$ cat src/rtl/pc_fetch_ctrl_pkg.sv
// Shared definitions for the instruction fetch controller.
// Redirect target encodings, FSM states and the default reset PC.
package pc_fetch_ctrl_pkg;

    localparam logic [31:0] RESET_PC_DEFAULT = 32'h0000_3000;

    localparam logic [1:0] SEL_BR = 2'd0;
    localparam logic [1:0] SEL_J  = 2'd1;
    localparam logic [1:0] SEL_JR = 2'd2;

    typedef enum logic [1:0] {
        ST_IDLE,
        ST_FETCH,
        ST_WAIT,
        ST_HOLD
    } fetch_state_t;

endpackage

$ cat src/rtl/pc_fetch_ctrl_target.sv
// Combinational control-transfer target calculation.
// Branch, jump, register and reserved (zero) targets.
module pc_target_calc
    import pc_fetch_ctrl_pkg::*;
(
    input  logic [1:0]  sel,
    input  logic [31:0] pc4,
    input  logic [25:0] imm26,
    input  logic [31:0] rtarget,
    output logic [31:0] target
);

    logic [31:0] br_off;

    assign br_off = {{14{imm26[15]}}, imm26[15:0], 2'b00};

    // Pick the target for the requested transfer type
    always_comb begin
        target = 32'h0;
        unique case (sel)
            SEL_BR:  target = pc4 + br_off;
            SEL_J:   target = {pc4[31:28], imm26, 2'b00};
            SEL_JR:  target = rtarget;
            default: target = 32'h0;
        endcase
    end

endmodule

$ cat src/rtl/pc_fetch_ctrl.sv
// Instruction fetch controller: one outstanding imem request,
// a registered IF/ID slot, a one-word skid and redirect squashing.
module pc_fetch_ctrl
    import pc_fetch_ctrl_pkg::*;
#(
    parameter logic [31:0] RESET_PC = RESET_PC_DEFAULT
) (
    input  logic        clk,
    input  logic        rst_n,
    input  logic        stall,
    input  logic        redir_valid,
    input  logic [1:0]  redir_sel,
    input  logic [31:0] redir_pc4,
    input  logic [25:0] redir_imm26,
    input  logic [31:0] redir_reg,
    output logic        imem_req,
    output logic [31:0] imem_addr,
    input  logic        imem_rvalid,
    input  logic [31:0] imem_rdata,
    output logic        if_valid,
    output logic [31:0] if_instr,
    output logic [31:0] if_pc,
    output logic [31:0] if_pc4
);

    fetch_state_t state_q;
    fetch_state_t state_d;
    logic [31:0]  pc_q;
    logic [31:0]  pc_d;
    logic         drop_q;
    logic         drop_d;
    logic [31:0]  skid_q;
    logic [31:0]  skid_d;

    logic         vld_d;
    logic [31:0]  instr_d;
    logic [31:0]  ipc_d;
    logic [31:0]  ipc4_d;

    logic [31:0]  target;
    logic [31:0]  pc_inc;
    logic         slot_free;

    pc_target_calc u_target (
        .sel     (redir_sel),
        .pc4     (redir_pc4),
        .imm26   (redir_imm26),
        .rtarget (redir_reg),
        .target  (target)
    );

    assign pc_inc    = pc_q + 32'd4;
    assign slot_free = !if_valid || !stall;

    // Next state, next slot contents and the imem request
    always_comb begin
        state_d   = state_q;
        pc_d      = pc_q;
        drop_d    = drop_q;
        skid_d    = skid_q;
        vld_d     = if_valid && stall;
        instr_d   = if_instr;
        ipc_d     = if_pc;
        ipc4_d    = if_pc4;
        imem_req  = 1'b0;
        imem_addr = 32'h0;
        unique case (state_q)
            ST_IDLE: begin
                if (redir_valid || slot_free) begin
                    state_d = ST_FETCH;
                end
            end
            ST_FETCH: begin
                imem_req  = 1'b1;
                imem_addr = pc_q;
                state_d   = ST_WAIT;
                drop_d    = redir_valid;
            end
            ST_WAIT: begin
                if (redir_valid) begin
                    if (imem_rvalid) begin
                        drop_d  = 1'b0;
                        state_d = ST_FETCH;
                    end else begin
                        drop_d = 1'b1;
                    end
                end else if (imem_rvalid) begin
                    if (drop_q) begin
                        drop_d  = 1'b0;
                        state_d = slot_free ? ST_FETCH : ST_IDLE;
                    end else if (slot_free) begin
                        vld_d   = 1'b1;
                        instr_d = imem_rdata;
                        ipc_d   = pc_q;
                        ipc4_d  = pc_inc;
                        pc_d    = pc_inc;
                        state_d = ST_FETCH;
                    end else begin
                        skid_d  = imem_rdata;
                        state_d = ST_HOLD;
                    end
                end
            end
            ST_HOLD: begin
                if (redir_valid) begin
                    state_d = ST_FETCH;
                end else if (!stall) begin
                    vld_d   = 1'b1;
                    instr_d = skid_q;
                    ipc_d   = pc_q;
                    ipc4_d  = pc_inc;
                    pc_d    = pc_inc;
                    state_d = ST_FETCH;
                end
            end
            default: state_d = ST_IDLE;
        endcase
        if (redir_valid) begin
            pc_d   = target;
            vld_d  = 1'b0;
            skid_d = 32'h0;
        end
    end

    // State, PC, drop flag, skid word and IF/ID slot registers
    always_ff @(posedge clk or negedge rst_n) begin
        if (!rst_n) begin
            state_q  <= ST_IDLE;
            pc_q     <= RESET_PC;
            drop_q   <= 1'b0;
            skid_q   <= 32'h0;
            if_valid <= 1'b0;
            if_instr <= 32'h0;
            if_pc    <= 32'h0;
            if_pc4   <= 32'h0;
        end else begin
            state_q  <= state_d;
            pc_q     <= pc_d;
            drop_q   <= drop_d;
            skid_q   <= skid_d;
            if_valid <= vld_d;
            if_instr <= instr_d;
            if_pc    <= ipc_d;
            if_pc4   <= ipc4_d;
        end
    end

endmodule

$ cat config.mk
export PLATFORM = sky130hd
export DESIGN_NAME = pc_fetch_ctrl
export DESIGN_NICKNAME = d
export VERILOG_FILES = /design/src/rtl/pc_fetch_ctrl_pkg.sv /design/src/rtl/pc_fetch_ctrl_target.sv /design/src/rtl/pc_fetch_ctrl.sv
export SDC_FILE = /design/constraint.sdc
export NUM_CORES = 1
export LEC_CHECK = 0
export CORE_MARGIN = 2
export CORE_UTILIZATION = 40
export DETAILED_ROUTE_END_ITERATION = 12
export GPL_TIMING_DRIVEN = 1
export PLACE_DENSITY = 0.79
export SLEW_MARGIN = 20
export SYNTH_ARGS = -nofsm -noshare
export SYNTH_HDL_FRONTEND = slang
export SYNTH_SLANG_ARGS = --single-unit
export TNS_END_PERCENT = 1
$ cat constraint.sdc
create_clock -name clk -period 6.2 [get_ports clk]
set_input_delay 1.24 -clock clk [delete_from_list [all_inputs] [get_ports clk]]
set_output_delay 1.24 -clock clk [all_outputs]
set_load 0.05 [all_outputs]
======== Word-level counts from Yosys, hierarchy flattened ========
Cells that the tools add are included.
storage, ports and cells
  input bits .............................. 129
  output and inout bits ................... 130
  word-level logic and storage cells ...... 96
  register bits ........................... 164
operators by class
  reductions and logical operators ........ 17
  add/subtract/negate cells ............... 2
  muxes and demuxes ....................... 51
  equality and inequality tests ........... 18
operators by type and width
  operator                 count
  $mux W32                 25
  $pmux W32 S2             4
  $pmux W32 S3             1
  $add A32 B3 Y32 const B  1
  $add A32 B32 Y32         1
  $ne A2 B2 Y1 const B     9
  $mux W2                  8
  $ne A3 B3 Y1 const B     4
  $mux W1                  10
  $pmux W2 S4              1
  $reduce_bool A2 Y1       4
  $reduce_and A7 Y1        1
  $eq A2 B2 Y1 const B     3
  $reduce_and A5 Y1        1
  $eq A2 B1 Y1 const B     2
  $logic_not A2 Y1         2
  $pmux W1 S2              2
  $reduce_and A4 Y1        1
  $reduce_and A3 Y1        1
  $reduce_bool A3 Y1       1
  $logic_not A1 Y1         2
  $logic_or A1 B1 Y1       2
  $reduce_and A2 Y1        1
  $logic_and A1 B1 Y1      1

======== Longest topological paths before layout ========
  depth in word-level cells ............... 7
  mapped depth ............................ 12
  mapped depth without buffers ............ 12

======== Modules after synthesis ========
From an unflattened synthesis, not the netlist that was laid out.
second synthesis, totals
  cells, all modules ...................... 1,088
  area total of the unflattened synthesis .. 9,887.0 um^2
by module, submodules not included
  module          seq. area each (um^2)  area an instance (um^2)  cells each  times used
  pc_fetch_ctrl   4,056.4                7,777.5                  761         1
  pc_target_calc  0.0                    2,109.5                  327         1

======== Worst setup path before layout ========
OpenSTA, ideal clock, no wires.
  kind .................................... input port to flip-flop
  from .................................... input port redir_pc4[18]
  to ...................................... register pc_q[31]
  arrival time ............................ 3.408 ns
  required time ........................... 6.061 ns
  setup time .............................. 0.139 ns
  stages on the path ...................... 10
  buffers on the path ..................... 0
  path slack .............................. 2.653 ns
  path through ............................ ha_1 -> a211o_1 -> a311o_1 -> a221oi_2 -> nand3_2 -> a21o_1 -> a41oi_2 -> mux2i_1 -> xor2_1 -> o32ai_2
on the way
  cells in the longest elaborated chain, start to end .. 3
RTL lines
  item                  RTL line                    source
  from (decl)           pc_fetch_ctrl.sv:13         input logic [31:0] redir_pc4,
  $add A32 B32 Y32      pc_fetch_ctrl_target.sv:21  SEL_BR: target = pc4 + br_off;
  $pmux W32 S3          pc_fetch_ctrl_target.sv:20  unique case (sel)
  $mux W32              pc_fetch_ctrl.sv:118        if (redir_valid) begin
  to (signal assigned)  pc_fetch_ctrl.sv:138        pc_q <= pc_d;
  to (decl)             pc_fetch_ctrl.sv:28         logic [31:0] pc_q;
Every way passes these cells.
A chain may end at the register's enable or synchronous reset.

======== Worst setup path after layout ========
  from .................................... input port redir_imm26[15]
  to ...................................... register pc_q[31]
on the way
  cells in the longest elaborated chain, start to end .. 3
RTL lines
  item              RTL line                    source
  from (decl)       pc_fetch_ctrl.sv:14         input logic [25:0] redir_imm26,
  $add A32 B32 Y32  pc_fetch_ctrl_target.sv:21
  $pmux W32 S3      pc_fetch_ctrl_target.sv:20
  $mux W32          pc_fetch_ctrl.sv:118
Every way passes these cells.

==> impl_metrics.ini <==
[power]
intPower_w = 0.00291
peakVddDrop_mv = 0.212
p_clk_share_pct = 18.7
total_power_w = 0.00550
p_per_area_nw_per_um2 = 423
p_seq_share_pct = 29.0
pwr-share-comb_pct = 52.2
power_leakage_nw = 5.57
netSwitchingPower_w = 0.00259
p_sw_share_pct = 47.1

[worst_setup_path]
cp.required_ps = 6490
critPathCaptureType = flip-flop
critPathTopFamily = compound AO/OA/AOI/OAI gates
start_kind = input port
crit_chain = clkdlybuf4s50_1 > ha_1 > a211o_1 > a311o_1 > a221oi_2 > nand3_2 > a21o_1 > a41oi_2 > mux2i_1 > xor2_1 > o32ai_2
slowest_stage = clkdlybuf4s50_1
cp_slowest_stage_delay_ps = 770
cp_max_fo = 16
worstPathArrival_ps = 4610
path_class = in -> reg
worstPathBufferInverterCount = 1

[synthesis]
synth_xor_area_share_pct = 6.73
synth_top_family_by_area = simple AND/OR/NAND/NOR gates
yosysMostFrequentCell = nand2_1
mappedNetlistNets = 1296
synth_common_cells = 252 x nand2_1, 160 x dfrtp_1, 107 x o21ai_0, 68 x a21oi_1, 64 x nor2_1
synth_top_area_share_pct = 41.6
postSynthAreaPerCell_um2 = 8.51
synth_cell_types = 58
synth-seq-cells = 162
synth_fa_ha_area_share_pct = 4.62
synth_top_flop_cell = dfrtp_1
synthCells = 1132
netlist_area_um2 = 9630
ys.warnings.count = 0
synthArstFlopShare_pct = 100
synthSimpleGateAreaFrac_pct = 20.2
synth-edff-count = 0
synth_mux_area_share_pct = 4.79
synth.yosys.seq_area_share_pct = 42.1
ys_top_cells_by_area = dfrtp_1 42%, nand2_1 9.8%, o21ai_0 5.6%
synth_top_cell_by_area = dfrtp_1
synth_compound_area_share_pct = 17.7

[timing]
relSlewSlack_pct = 33.5
setup_viol = 0
setup_tns_ps = 0
period_needed_ps = 4320
fin_crit_sh_pct = 69.7
max_freq_mhz = 231
worstMarginPinSlew_ps = 994
finalHoldViolations = 0
skew_ps = 8.67
rsz0062_at_grt = false
drv_slew = 0

[floorplanning]
die-area_um2 = 25300
die_w_um = 159
die_h_um = 159
core.rowCount = 56
core-area_um2 = 23500
io_pins = 259
start_util_pct = 40.9

[layout]
nNetsFinal = 1507
diodes = 0
drive_above_1_share_pct = 4.20
area_delta_synth_final_pct = 35.0

[drt]
vias = 8914
routed_wirelength_um = 29000
ant_nets = 0
drc = 0
via_per_inst = 5.32
drt_iter0_drc = 697
wl_per_cell_um = 17.3
firstDrtPassIters = 8

[clock_network]
clkLatencyLatePin_ps = 420
htreeDepth = 4
cts_tree = done
ctsHoldBuffers = 0
cts_root_buffer = clkbuf_16
clk_path_buf_depth = 2
post-cts-setup-buffers = 0
clock-sinks = 162
post_cts_resized = 0
path_clk_slew_ps = 60
cts_buffers = 17

[global_route]
grt_pass1_vias = 8735
globalRouteTotalUtil_pct = 23.1
antenna_found_initial = 0
grt-ovfl-total = 0
grt_start_max_net_pins = 105
grt_pass1_wl_um = 47000

[placement]
port-buffer-count = 258
place_congestion = 0.905
dp_hpwl_um = 21700

[job]
cap_violations = 0

[worst_hold_path]
min_path_type = reg -> reg

[outcome]
outcome = completed
-- cell families after synthesis --
group | count (synthesis)
and+or+nand+nor | 442
AOI/OAI and AO/OA | 278
DFF | 162
buffers and inverters | 95
xor gates and xnor gates | 74
muxes | 46
adders and majority gates | 35
-- power by group through the flow --
stage,Sequential [W],Combinational (W),Clock [W]
5_1_grt,0.00164,0.00303,0.00110
3_3_place_gp,0.00160,0.00284,0
3_5_place_dp,0.00161,0.00287,0
6_report,0.00159,0.00287,0.00103
2_1_floorplan,0.00246,0.000974,0
4_1_cts,0.00159,0.00288,0.00105
-- sequential cells by signal (all words and copies together), names as in the netlist --
signal	flops
drop_q	1
if_instr	32
if_pc	32
if_pc4	30
if_valid	1
pc_q	32
skid_q	32
state_q	2
-- path summary, 6_finish.rpt --
path | startpoint | endpoint | slack [ps] | depth (start not counted)
worst max register to register | state_q[0] | if_pc4[11] | 2310 | 10
worst min register to register | if_pc[17] | if_pc[17] | 480 | 2
max in group asynchronous | rst_n | if_pc[17] | 3950 | 2
worst min-delay path | if_pc[17] | if_pc[17] | 480 | 2
min in group asynchronous | rst_n | if_instr[0] | 890 | 1
worst max-delay path | redir_imm26[15] | pc_q[31] | 1880 | 11
-- per-layer routing --
layer / wire, um / vias to the layer above / track usage [%]
met5: 0 / - / 0
met4: 770 / 0 / 8.39
met3: 1790 / 47 / 3.93
met2: 13700 / 345 / 37.6
met1: 12800 / 4203 / 30.9
li1: - / 4319 / -
-- metrics by stage --
stage | hold slack [ps] | instance area [um^2] | std cells | worst slack [ps] | util (%)
after floorplan | 473 | 9630 | 1132 | 2650 | -
after global placement | 459 | 12400 | 1643 | 1590 | 52.7
after detailed placement | 467 | 12400 | 1643 | 1530 | 52.8
after CTS | 483 | 13000 | 1675 | 1950 | 55.2
after global routing | 503 | 13000 | 1675 | 1720 | 55.2
final | 478 | 13000 | 1675 | 1880 | 55.2
-- cell type report --
cell class / instances / area, um^2
multi-input cells: 875 / 5250
flip-flops and latches: 162 / 4060
repair buffers: 267 / 2650
inverters: 20 / 75.1
fillers: 2107 / 10500
well taps: 319 / 399
clock inverters: 11 / 131
clock buffers: 21 / 440
-- cells in the final DEF, fill, tap and decap left out, types with 7 or more instances in the layout --
cell type,n
clkdlybuf4s50_1,256
nand2_1,252
dfrtp_1,160
o21ai_0,107
a21oi_1,68
nor2_1,63
mux2i_1,45
xnor2_1,39
and2_1,35
xor2_1,35
ha_1,32
nand3_1,26
inv_1,19
a22o_1,19
clkbuf_16,17
a21o_1,15
nor3_1,14
and3_1,13
a31oi_1,12
nand4_1,10
a22oi_1,9
buf_4,9
nand2b_1,8
nor2b_1,7
-- worst min-delay path, stage by stage, from the launching register on --
cell and delay [ps]:
dfrtp_1 340, nand2_1 50, nand2_1 50
Power figures use the tool's default switching activity.
